$ cat src/rtl/miriscv_pkg.sv
// Shared core constants and types used by the instruction-fetch path.
package miriscv_pkg;

    localparam int unsigned XLEN     = 32;
    localparam int unsigned PF_DEPTH = 4;

    typedef enum logic {
        PF_IDLE,
        PF_STREAM
    } pf_state_e;

endpackage

$ cat src/rtl/miriscv_sync_fifo.sv
// Small synchronous FIFO with a single-cycle clear; DEPTH must be a power of 2.
module miriscv_sync_fifo #(
    parameter  int unsigned WIDTH = 32,
    parameter  int unsigned DEPTH = 4,
    localparam int unsigned PW    = $clog2(DEPTH),
    localparam int unsigned CW    = $clog2(DEPTH) + 1
) (
    input  logic             clk_i,
    input  logic             rst_i,
    input  logic             push_i,
    input  logic             pop_i,
    input  logic             clear_i,
    input  logic [WIDTH-1:0] data_i,
    output logic [WIDTH-1:0] data_o,
    output logic [CW-1:0]    count_o
);

    logic [WIDTH-1:0] mem_q [DEPTH];
    logic [WIDTH-1:0] mem_d [DEPTH];
    logic [PW-1:0]    wr_ptr_q, wr_ptr_d;
    logic [PW-1:0]    rd_ptr_q, rd_ptr_d;
    logic [CW-1:0]    count_q,  count_d;

    always_comb begin
        mem_d    = mem_q;
        wr_ptr_d = wr_ptr_q;
        rd_ptr_d = rd_ptr_q;
        count_d  = count_q;
        if (clear_i) begin
            wr_ptr_d = '0;
            rd_ptr_d = '0;
            count_d  = '0;
        end else begin
            if (push_i) begin
                mem_d[wr_ptr_q] = data_i;
                wr_ptr_d        = wr_ptr_q + PW'(1);
            end
            if (pop_i) begin
                rd_ptr_d = rd_ptr_q + PW'(1);
            end
            count_d = count_q + CW'(push_i) - CW'(pop_i);
        end
    end

    always_ff @(posedge clk_i) begin
        mem_q <= mem_d;
        if (rst_i) begin
            wr_ptr_q <= '0;
            rd_ptr_q <= '0;
            count_q  <= '0;
        end else begin
            wr_ptr_q <= wr_ptr_d;
            rd_ptr_q <= rd_ptr_d;
            count_q  <= count_d;
        end
    end

    assign data_o  = mem_q[rd_ptr_q];
    assign count_o = count_q;

endmodule

$ cat src/rtl/miriscv_instr_prefetch_buffer.sv
// Sequential instruction prefetcher between the fetch unit and instruction memory;
// buffers words ahead of the PC and discards stale responses after redirect/flush.
module miriscv_instr_prefetch_buffer
    import miriscv_pkg::*;
#(
    parameter int unsigned DEPTH = PF_DEPTH
) (
    input  logic            clk_i,
    input  logic            rst_i,

    input  logic            core_req_i,
    input  logic [XLEN-1:0] core_addr_i,
    output logic            core_rvalid_o,
    output logic [31:0]     core_rdata_o,
    input  logic            flush_i,

    output logic            mem_req_o,
    output logic [XLEN-1:0] mem_addr_o,
    input  logic            mem_gnt_i,
    input  logic            mem_rvalid_i,
    input  logic [31:0]     mem_rdata_i
);

    localparam int unsigned CW  = $clog2(DEPTH) + 1;
    localparam int unsigned CW1 = CW + 1;

    pf_state_e       state_q,       state_d;
    logic [XLEN-1:0] pf_addr_q,     pf_addr_d;
    logic [XLEN-1:0] exp_addr_q,    exp_addr_d;
    logic [CW-1:0]   inflight_q,    inflight_d;
    logic [CW-1:0]   discard_q,     discard_d;
    logic            core_rvalid_q, core_rvalid_d;
    logic [31:0]     core_rdata_q,  core_rdata_d;

    logic [CW-1:0]   count;
    logic [31:0]     head;
    logic [CW1-1:0]  credit_used;
    logic [XLEN-1:0] new_addr;
    logic            addr_match;
    logic            core_ready;
    logic            start, redirect, deliver, kill;
    logic            accept, resp_keep, resp_drop, push;
    logic            unused_addr_lsb;

    assign unused_addr_lsb = ^core_addr_i[1:0];

    assign new_addr    = {core_addr_i[XLEN-1:2], 2'b00};
    assign addr_match  = (core_addr_i[XLEN-1:2] == exp_addr_q[XLEN-1:2]);
    assign core_ready  = core_req_i & ~core_rvalid_q;

    // Every buffered word, kept request and dropped request holds one credit.
    assign credit_used = CW1'(count) + CW1'(inflight_q) + CW1'(discard_q);
    assign mem_req_o   = (state_q == PF_STREAM) & ~flush_i & (credit_used < CW1'(DEPTH));
    assign mem_addr_o  = pf_addr_q;
    assign accept      = mem_req_o & mem_gnt_i;

    assign start    = (state_q == PF_IDLE)   & core_ready & ~flush_i;
    assign redirect = (state_q == PF_STREAM) & core_ready & ~flush_i & ~addr_match;
    assign deliver  = (state_q == PF_STREAM) & core_ready & ~flush_i & addr_match & (count != '0);
    assign kill     = flush_i | redirect;

    assign resp_drop = mem_rvalid_i & (discard_q != '0);
    assign resp_keep = mem_rvalid_i & (discard_q == '0);
    assign push      = resp_keep & ~kill;

    miriscv_sync_fifo #(
        .WIDTH (32),
        .DEPTH (DEPTH)
    ) u_fifo (
        .clk_i   (clk_i),
        .rst_i   (rst_i),
        .push_i  (push),
        .pop_i   (deliver),
        .clear_i (kill),
        .data_i  (mem_rdata_i),
        .data_o  (head),
        .count_o (count)
    );

    always_comb begin
        state_d       = state_q;
        pf_addr_d     = pf_addr_q;
        exp_addr_d    = exp_addr_q;
        inflight_d    = inflight_q + CW'(accept) - CW'(resp_keep);
        discard_d     = discard_q - CW'(resp_drop);
        core_rvalid_d = deliver;
        core_rdata_d  = deliver ? head : core_rdata_q;

        if (flush_i) begin
            state_d = PF_IDLE;
        end else if (start) begin
            state_d = PF_STREAM;
        end

        if (accept) begin
            pf_addr_d = pf_addr_q + XLEN'(4);
        end
        if (deliver) begin
            exp_addr_d = exp_addr_q + XLEN'(4);
        end
        if (start || redirect) begin
            pf_addr_d  = new_addr;
            exp_addr_d = new_addr;
        end

        // Kept requests become discards; one landing this cycle is already gone.
        if (kill) begin
            discard_d  = discard_q - CW'(resp_drop) + inflight_q - CW'(resp_keep);
            inflight_d = '0;
        end
    end

    always_ff @(posedge clk_i) begin
        if (rst_i) begin
            state_q       <= PF_IDLE;
            pf_addr_q     <= '0;
            exp_addr_q    <= '0;
            inflight_q    <= '0;
            discard_q     <= '0;
            core_rvalid_q <= 1'b0;
            core_rdata_q  <= '0;
        end else begin
            state_q       <= state_d;
            pf_addr_q     <= pf_addr_d;
            exp_addr_q    <= exp_addr_d;
            inflight_q    <= inflight_d;
            discard_q     <= discard_d;
            core_rvalid_q <= core_rvalid_d;
            core_rdata_q  <= core_rdata_d;
        end
    end

    assign core_rvalid_o = core_rvalid_q;
    assign core_rdata_o  = core_rdata_q;

endmodule

$ cat config.mk
export PLATFORM = sky130hd
export DESIGN_NAME = miriscv_instr_prefetch_buffer
export DESIGN_NICKNAME = d
export VERILOG_FILES = /design/src/rtl/miriscv_pkg.sv /design/src/rtl/miriscv_sync_fifo.sv /design/src/rtl/miriscv_instr_prefetch_buffer.sv
export SDC_FILE = /design/constraint.sdc
export NUM_CORES = 1
export LEC_CHECK = 0
export CORE_MARGIN = 8
export CORE_UTILIZATION = 55
export CTS_CLUSTER_DIAMETER = 200
export DETAILED_ROUTE_END_ITERATION = 12
export PLACE_DENSITY_LB_ADDON = 0.1
export SLEW_MARGIN = 5
export SYNTH_ARGS = -nofsm -noshare
export SYNTH_HDL_FRONTEND = slang
export SYNTH_SLANG_ARGS = --single-unit
$ cat constraint.sdc
create_clock -name clk_i -period 4.15 [get_ports clk_i]
set_input_delay 0.83 -clock clk_i [delete_from_list [all_inputs] [get_ports clk_i]]
set_output_delay 0.83 -clock clk_i [all_outputs]
set_load 0.05 [all_outputs]
# Word level (Yosys, flattened, before mapping)
# Index checks and enable logic that the tools add are counted.
# classes
addsub,13
multipliers,0
div,0
magnitude_cmp,4
eq_ne,1
shifts,0
muxes,11
bitwise_logic,22
reduce_logical,11
# ops
cell,count
$mux 32,7
$bwmux 128,1
$add 32x3->32 const B,2
$bmux 32 s2,1
$demux 32 s2,1
$eq 30x30->1,1
$and 1x1->1,14
$sub 3x1->3,4
$add 3x1->3,2
$ge 3x3->1 const B,2
$not 2->3,2
$reduce_bool 3->1,2
$reduce_or 2->1,3
$not 1->1,5
$add 2x1->2 const B,2
$add 3x3->4,1
$add 4x3->4,1
$lt 4x3->1 const B,1
$reduce_bool 2->1,2
$add 3x3->3,1
$logic_not 3->1,1
$lt 3x1->1 const B,1
$mux 3,1
$reduce_and 2->1,1
other kinds (3),3
# word_totals
regBits,239
latch_bits,0
ramBits,0
rom_bits,0
memories,0

# Longest topological paths before layout
# Gate-level depths: netlist of run 1.
# depth
depth_word,10
depth_mapped,15

# Modules after synthesis
# A second synthesis of run 1 with hierarchy kept.
# unflattened
hier_cells,948
area_unflattened_um2,10909.2
# modules_own_cells
module,n_inst,cells_per_inst,area_each_um2,seq_area_each_um2
miriscv_instr_prefetch_buffer,1,738,5831.8,2001.9
miriscv_sync_fifo,1,210,5077.4,3983.8

# Worst setup path after synthesis of run 1
# Ideal clock, no wire load.
# synth_path
kind,input to register
startpoint,input port core_addr_i[20]
endpoint,"register u_fifo.mem_q[0] (netlist bit), enable pin"
arrival_ps,3098
required_ps,3758
slack_ps,660
stages,8
path_cell_list,xnor2_1 > nand4_1 > nor4_2 > buf_2 > a21oi_1 > clkbuf_1 > nor2_1 > and3_1
# synth_via
elab_chain_len,7
# synth_lines
item,line_no,text
from (decl),miriscv_instr_prefetch_buffer.sv:12,"input logic [XLEN-1:0] core_addr_i,"
$eq 30x30->1 *,miriscv_instr_prefetch_buffer.sv:48,assign addr_match = (core_addr_i[XLEN-1:2] == exp_addr_q[XLEN-1:2]);
$not 1->1 *,miriscv_instr_prefetch_buffer.sv:58,assign redirect = (state_q == PF_STREAM) & core_ready & ~flush_i & ~addr_match;
$and 1x1->1 *,miriscv_instr_prefetch_buffer.sv:58,
$or 1x1->1 *,miriscv_instr_prefetch_buffer.sv:60,assign kill = flush_i | redirect;
$not 1->1 (no line) *,n/a,
$and 1x1->1,miriscv_instr_prefetch_buffer.sv:64,assign push = resp_keep & ~kill;
$reduce_and 2->1 (no line) *,n/a,
to (signal assigned),miriscv_sync_fifo.sv:46,mem_q <= mem_d;
to (decl),miriscv_sync_fifo.sv:18,logic [WIDTH-1:0] mem_q [DEPTH];
# Every way passes the cells marked *; elsewhere a longest branch is shown, timed or not.
# A chain may end at the register's enable or synchronous reset.

# Final worst setup path of run 1
# layout_path
startpoint,register inflight_q[1]
endpoint,output port mem_req_o
# layout_via
elab_chain_len,4
# layout_lines
item,line_no,text
from (decl),miriscv_instr_prefetch_buffer.sv:30,"logic [CW-1:0] inflight_q, inflight_d;"
from (signal assigned),miriscv_instr_prefetch_buffer.sv:126,inflight_q <= inflight_d;
$add 3x3->4,miriscv_instr_prefetch_buffer.sv:52,assign credit_used = CW1'(count) + CW1'(inflight_q) + CW1'(discard_q);
$add 4x3->4,miriscv_instr_prefetch_buffer.sv:52,
$lt 4x3->1,miriscv_instr_prefetch_buffer.sv:53,assign mem_req_o = (state_q == PF_STREAM) & ~flush_i & (credit_used < CW1'(DEPTH));
$and 1x1->1,miriscv_instr_prefetch_buffer.sv:53,
to (decl),miriscv_instr_prefetch_buffer.sv:17,"output logic mem_req_o,"
# No other way between the ends.

==> results of run 1 <==
[critical path, stage by stage, from the launching register on]
cell and delay (ps):
dfxtp_1 350, inv_1 110, fa_1 460, or2_2 310, fa_1 370, xor2_1 270, buf_4 170, and2_1 140
buf_4 210
[area by class of cell]
cell class | count | area, sq um | area share, %
flip-flops and latches | 235 | 5990 | 45.4
multi-input cells | 566 | 4350 | 33.0
repair buffers | 157 | 1560 | 11.9
clock buffers | 33 | 697 | 5.29
well taps | 265 | 332 | 2.52
clock inverters | 15 | 141 | 1.07
inverters | 29 | 109 | 0.826
[final timing paths]
kind,start,endpoint,depth (start not counted)
setup reg to reg,inflight_q[1]$_SDFF_PP0_,inflight_q[2]$_SDFF_PP0_,13
hold / removal,core_rdata_o[1]$_SDFFE_PP0P_,core_rdata_o[1]$_SDFFE_PP0P_,2
hold reg to reg,core_rdata_o[1]$_SDFFE_PP0P_,core_rdata_o[1]$_SDFFE_PP0P_,2
setup / recovery,inflight_q[1]$_SDFF_PP0_,mem_req_o,8
[registers in the layout, summed over array words and instances (netlist names)]
register	flops
mem_addr_o	30
u_fifo.wr_ptr_q	2
u_fifo.rd_ptr_q	2
discard_q	3
u_fifo.mem_q	128
core_rdata_o	32
state_q	1
core_rvalid_o	1
exp_addr_q	30
u_fifo.count_o	3
inflight_q	3
[cell usage after synthesis, types with 17 or more instances]
cell type / n / area (sq um)
and3_1: 23 / 144
inv_1: 29 / 109
dfxtp_1: 107 / 2140
nand3_1: 38 / 190
nor3_1: 20 / 100
a21oi_1: 19 / 95.1
nand4_1: 28 / 175
mux2i_1: 37 / 370
nor2_1: 79 / 297
clkbuf_1: 33 / 124
buf_2: 17 / 85.1
xnor2_1: 62 / 543
edfxtp_1: 128 / 3840
nand2_1: 43 / 161
a211oi_1: 28 / 210
mux4_2: 32 / 721
[power breakdown]
group	switching [mW]	internal, mW	leakage [nW]
sequential	0.0803	2.56	2.03
clock	0.916	1.31	0.411
combinational	0.373	0.308	2.10
[cells in the final DEF (no fill, tap or decap), types with 15 or more instances in the layout]
cell type        instances
nor3_1                  20
edfxtp_1               128
nand2_1                 43
clkdlybuf4s50_1        129
clkbuf_16               26
inv_1                   29
and3_1                  23
a211oi_1                28
nand3_1                 38
mux2i_1                 37
xnor2_1                 62
buf_4                   23
a21oi_1                 19
ha_1                    15
mux4_2                  32
nand4_1                 28
nor2_1                  79
dfxtp_1                106
[per-layer routing]
layer,track usage (%),wire length [microns],vias to the layer above
met3,4.63,1800,51
met5,0,0,-
li1,-,-,3582
met1,27.7,11000,3712
met4,6.89,756,0
met2,36.3,12700,270
[stage by stage]
| step | setup slack [ps] | power [mW] | hold WS (ps) | utilization, % |
|---|---|---|---|---|
| CTS | 355 | 5.60 | 504 | 68.4 |
| finish | 395 | 5.55 | 497 | 68.4 |
| global route | 218 | 5.76 | 529 | 68.4 |
| floorplan | 660 | 3.11 | 468 | - |
| detailed placement | 385 | 3.37 | 488 | 64.1 |
| global placement | 458 | 3.35 | 475 | 64.1 |
[logic make-up after synthesis]
| logic type | Yosys count | share of synthesized area (%) |
|---|---|---|
| buf+inv | 86 | 3.36 |
| xor+xnor | 72 | 5.97 |
| other cells | 1 | 0.0351 |
| flops | 235 | 56.0 |
| compound gates | 108 | 6.89 |
| fa+ha+maj | 21 | 2.88 |
| simple gates | 293 | 14.5 |
| mux | 70 | 10.3 |
==> results_dict.tcl, run 1 <==
set metrics [dict create \
    power_leakage_nw 4.54 \
    dp_hpwl_mm 17.6 \
    synth_flop_cell "edfxtp_1" \
    core_sq_um 19300 \
    cp_max_fo 3 \
    startpoint_type "flip-flop" \
    place_inst 1252 \
    path_clk_slew_ps 60 \
    max_slew_margin_pct 38.2 \
    fmax_ghz 0.266 \
    ir_drop_mv 0.538 \
    cp_data_required_time_ps 3320 \
    ys_types 60 \
    crit_arrival_ps 2930 \
    grt_max_degree 62 \
    synth_cells 886 \
    regToRegSetupSlack_ps 520 \
    cts_root_buffer "clkbuf_16" \
    drv_cap 0 \
    drt_iter0_drc 406 \
    drc_errors 0 \
    die_w_microns 155 \
    avgSynthCellArea_sq_um 12.1 \
    first_global_vias 7556 \
    fin_skew_ps 23.4 \
    status "completed" \
    async_flop_share_pct 0 \
    grt_overflow 0 \
    period_share_pct 90.5 \
    hold_path_class "flip-flop to flip-flop" \
    synth_seq_cells 235 \
    fin_area_sq_um 13200 \
    tritoncts "built" \
    drive_gt1_share_pct 10.5 \
    syn_to_final_growth_pct 23.4 \
    antenna_left 0 \
    n_fill_cell 1453 \
    antenna_found_initial 0 \
    viasPerCell 5.86 \
    dieHeight_microns 155 \
    timing_hold_violations_final 0 \
    powerDensity_nw_per_um2 421 \
    cts_setup_buffers 0 \
    io_buffers 131 \
    cts_hold_buf 0 \
    clock_path_buffers 3 \
    synth-edff-count 128 \
    yosysSeqAreaShare_pct 56.0 \
    ys_warn_count 0 \
    grt_pass1_wl_mm 41.6 \
    setup-violations-final 0 \
    clk_latency_ps 550 \
    layoutNonFillerInstCount 1300 \
    syn-cell-area_sq_um 10700 \
    postPlaceCellArea_sq_um 12300 \
    routed_wl_mm 26.2 \
    vias 7615 \
    crit_path_end_kind "output pin" \
    firstDrtPassIters 5 \
    setup_tns_ps 0 \
    tritoncts.num_buffers 26 \
    cts.sinks 235 \
    rsz0062_at_grt "no" \
    min_period_ps 3760 \
    track_usage_pct 21.7 \
    die-area_sq_um 24100 \
    finalMaxSlewViolations 0 \
    start_util_pct 55.4 \
    fin_nets 1106 \
    cts-resized-gates 0 \
    n_antenna_cell 0 \
    wire_per_inst_microns 20.2 \
    gp_congestion 0.903 \
    critical_path_class "flip-flop to output pin" \
    io_pins 136 \
    worst_pin_slew_ps 927 \
    rows 51 \
    cts_max_level 1 \
]
Power figures use the tool's default switching activity.
==> run 2, diff against run 1 <==
SLEW_MARGIN = 20   (was 5)
==> results of run 2 <==
No change in the layout: final DEF, timing and power equal those of run 1.
==> run 3, diff against run 2 <==
ABC_AREA = 1   (was default)
GPL_TIMING_DRIVEN = 0   (was default)
==> run 3 against run 2 <==
  * Non-clock buffer count rose by 47
  * Synthesized cell count rose by 72%
  * Sequential share of layout area fell by 4.6 points
  * Fmax fell by 2.8%
  * Flip-flop and latch count did not move
  * First-iteration DRC count rose by 120%
  * Power fell by 0.88%
  * Highest routed layer unchanged
==> results_dict.tcl, run 3 <==
set metrics [dict create \
    reg2reg_from "u_fifo.count_o[1]$_SDFF_PP0_" \
    start_util_pct 55.6 \
    synth_most_common_cell "nor2_1" \
    dieHeight_microns 164 \
    synth_top_family_by_area "simple AND/OR/NAND/NOR gates" \
    firstDrtPassIters 6 \
    layoutNonFillerInstCount 1987 \
    finalMaxSlewViolations 0 \
    fin_skew_ps 21.7 \
    crit_chain "inv_1, fa_1, o21bai_1, fa_1, nand2_1, nor2_2, nand2_1, clkbuf_2, ha_1, inv_1, ha_1, fa_1, xnor2_1, xor2_1, nor2_1" \
    clk_latency_ps 550 \
    io_buffers 131 \
    drt_iter0_drc 902 \
    syn_to_final_growth_pct 21.7 \
    crit_top_cell "fa_1" \
    tritoncts.num_buffers 26 \
    cts_root_buffer "clkbuf_16" \
    die-area_sq_um 26900 \
    startpoint_type "flip-flop" \
    ys_warn_count 0 \
    crit_path_top_delay_cell "fa_1" \
    io_pins 136 \
    power_leakage_nw 5.85 \
    largest_reg_flops 128 \
    place_inst 1939 \
    rsz0062_at_grt "no" \
    n_fill_cell 1807 \
    cts_setup_buffers 0 \
    path_clk_slew_ps 60 \
    dp_hpwl_mm 25.4 \
    crit_path_end_kind "flip-flop" \
    fin_util_pct 67.7 \
    synth-edff-count 128 \
    grt_max_degree 22 \
    yosysSeqAreaShare_pct 49.6 \
    cts.sinks 235 \
    async_flop_share_pct 0 \
    reg2reg_depth 15 \
    setup_tns_ps 0 \
    setup-violations-final 0 \
    gp_congestion 0.954 \
    cts_max_level 1 \
    ys_types 40 \
    synthMuxAreaShare_pct 0 \
    fin_nets 1778 \
    drc_errors 0 \
    hold_path_class "flip-flop to flip-flop" \
    slowest_delay_ps 490 \
    wire_per_inst_microns 17.8 \
    syn-cell-area_sq_um 12100 \
    core_sq_um 21700 \
    avgSynthCellArea_sq_um 7.92 \
    grt_pass1_wl_mm 55.7 \
    global_route.usage.met3_pct 3.93 \
    synthAdderAreaFrac_pct 2.55 \
    cp_data_required_time_ps 4580 \
    rows 54 \
    min-delay-start "core_rdata_o[9]$_SDFFE_PP0P_" \
    tritoncts "built" \
    timing_hold_violations_final 0 \
    netlist.area_leader.share_pct 31.9 \
    grt.busiest_layer "met2" \
    viasPerCell 5.44 \
    cp_top_family "adder cells" \
    grt_util_met1_pct 31.5 \
    grt_overflow 0 \
    layout_common_cells "nor2_1 (337), nand2_1 (335), inv_1 (131)" \
    synth_xor_area_share_pct 3.77 \
    crit_arrival_ps 4300 \
    synth_simple_gate_area_share_pct 29.7 \
    synthTopCellsByArea "edfxtp_1 (32%), dfxtp_1 (18%), nor2_1 (11%)" \
    max_slew_margin_pct 46.8 \
    ir_drop_mv 0.359 \
    cp.depth 15 \
    antenna_found_initial 0 \
    drv_cap 0 \
    cp_num_buf_inv 3 \
    period_share_pct 93.1 \
    top_register "u_fifo.mem_q" \
    min_period_ps 3860 \
    antenna_left 0 \
    hold_depth 2 \
    critical_path_class "flip-flop to flip-flop" \
    first_global_vias 10700 \
    worst_pin_slew_ps 791 \
    drive_gt1_share_pct 6.62 \
    startpoint "u_fifo.count_o[1]$_SDFF_PP0_" \
    fmax_ghz 0.259 \
    yosys.area.top_type "edfxtp_1" \
    powerDensity_nw_per_um2 375 \
    synth_seq_cells 235 \
    timing.final.ws_setup_ps 286 \
    synth_compound_area_share_pct 7.01 \
    vias 10800 \
    total_power_mw 5.50 \
    yosys-top-cells-count "nor2_1 (342), nand2_1 (335), inv_1 (131), edfxtp_1 (128), nand3_1 (110)" \
    cp_max_fo 10 \
    final_common_cell "nor2_1" \
    dp_slack_ps 16.3 \
    clock_path_buffers 3 \
    n_antenna_cell 0 \
    status "completed" \
    synth_cells 1523 \
    synth_flop_cell "edfxtp_1" \
    use_met2_pct 43.9 \
    routed_wl_mm 35.5 \
    die_w_microns 164 \
    track_usage_pct 26.2 \
]
## run 3: power by group
part	total [mW]	switching (mW)	internal, mW
sequential	2.61	0.0682	2.54
clock	2.20	0.944	1.26
combinational	0.687	0.413	0.273
total	5.50	1.43	4.08
## run 3: layout make-up
| type | instances | area [sq um] | area share [%] |
|---|---|---|---|
| inverters | 144 | 541 | 3.68 |
| repair buffers | 135 | 1420 | 9.65 |
| plain buffers | 69 | 334 | 2.28 |
| clock inverters | 12 | 110 | 0.750 |
| clock buffers | 36 | 708 | 4.82 |
| well taps | 280 | 350 | 2.39 |
| flip-flops and latches | 235 | 5990 | 40.8 |
| multi-input cells | 1076 | 5240 | 35.7 |
## run 3: cell families (layout without fill, tap and decap cells)
group / Yosys count / after routing
simple gates: 859 / 859
flops: 235 / 235
buf+inv: 213 / 396
compound gates: 143 / 143
xor+xnor: 51 / 51
fa+ha+maj: 21 / 21
other cells: 1 / 2
## run 3: worst paths after layout
kind,slack [ps],to
max,290,inflight_q[2]$_SDFF_PP0_
min,500,core_rdata_o[9]$_SDFFE_PP0P_
max reg2reg,290,inflight_q[2]$_SDFF_PP0_
min reg2reg,500,core_rdata_o[9]$_SDFFE_PP0P_
## run 3: per-stage QoR
stage               area (sq um)  hold WS, ps
floorplan                  12100          480
global placement           13700          483
detailed placement         13900          491
CTS                        14700          505
global route               14700          534
finish                     14700          495
## run 3: layer usage
metal | wire length [microns] | part of all wire, % | vias up
li1 | - | - | 5295
met1 | 14100 | 40 | 5005
met2 | 16800 | 47 | 412
met3 | 2360 | 6.7 | 100
met4 | 2240 | 6.3 | 0
met5 | 0 | 0 | -
## run 3: worst min-delay path, cell delays in order (launching register included)
cell	delay [ps]
dfxtp_1	320
o21ai_1	70
nor2_1	70
## run 3: repair_timing
action	4_1_cts	5_1_grt
setup endpoints to repair	0	2
hold buffers	0	0
gates resized for setup	0	3
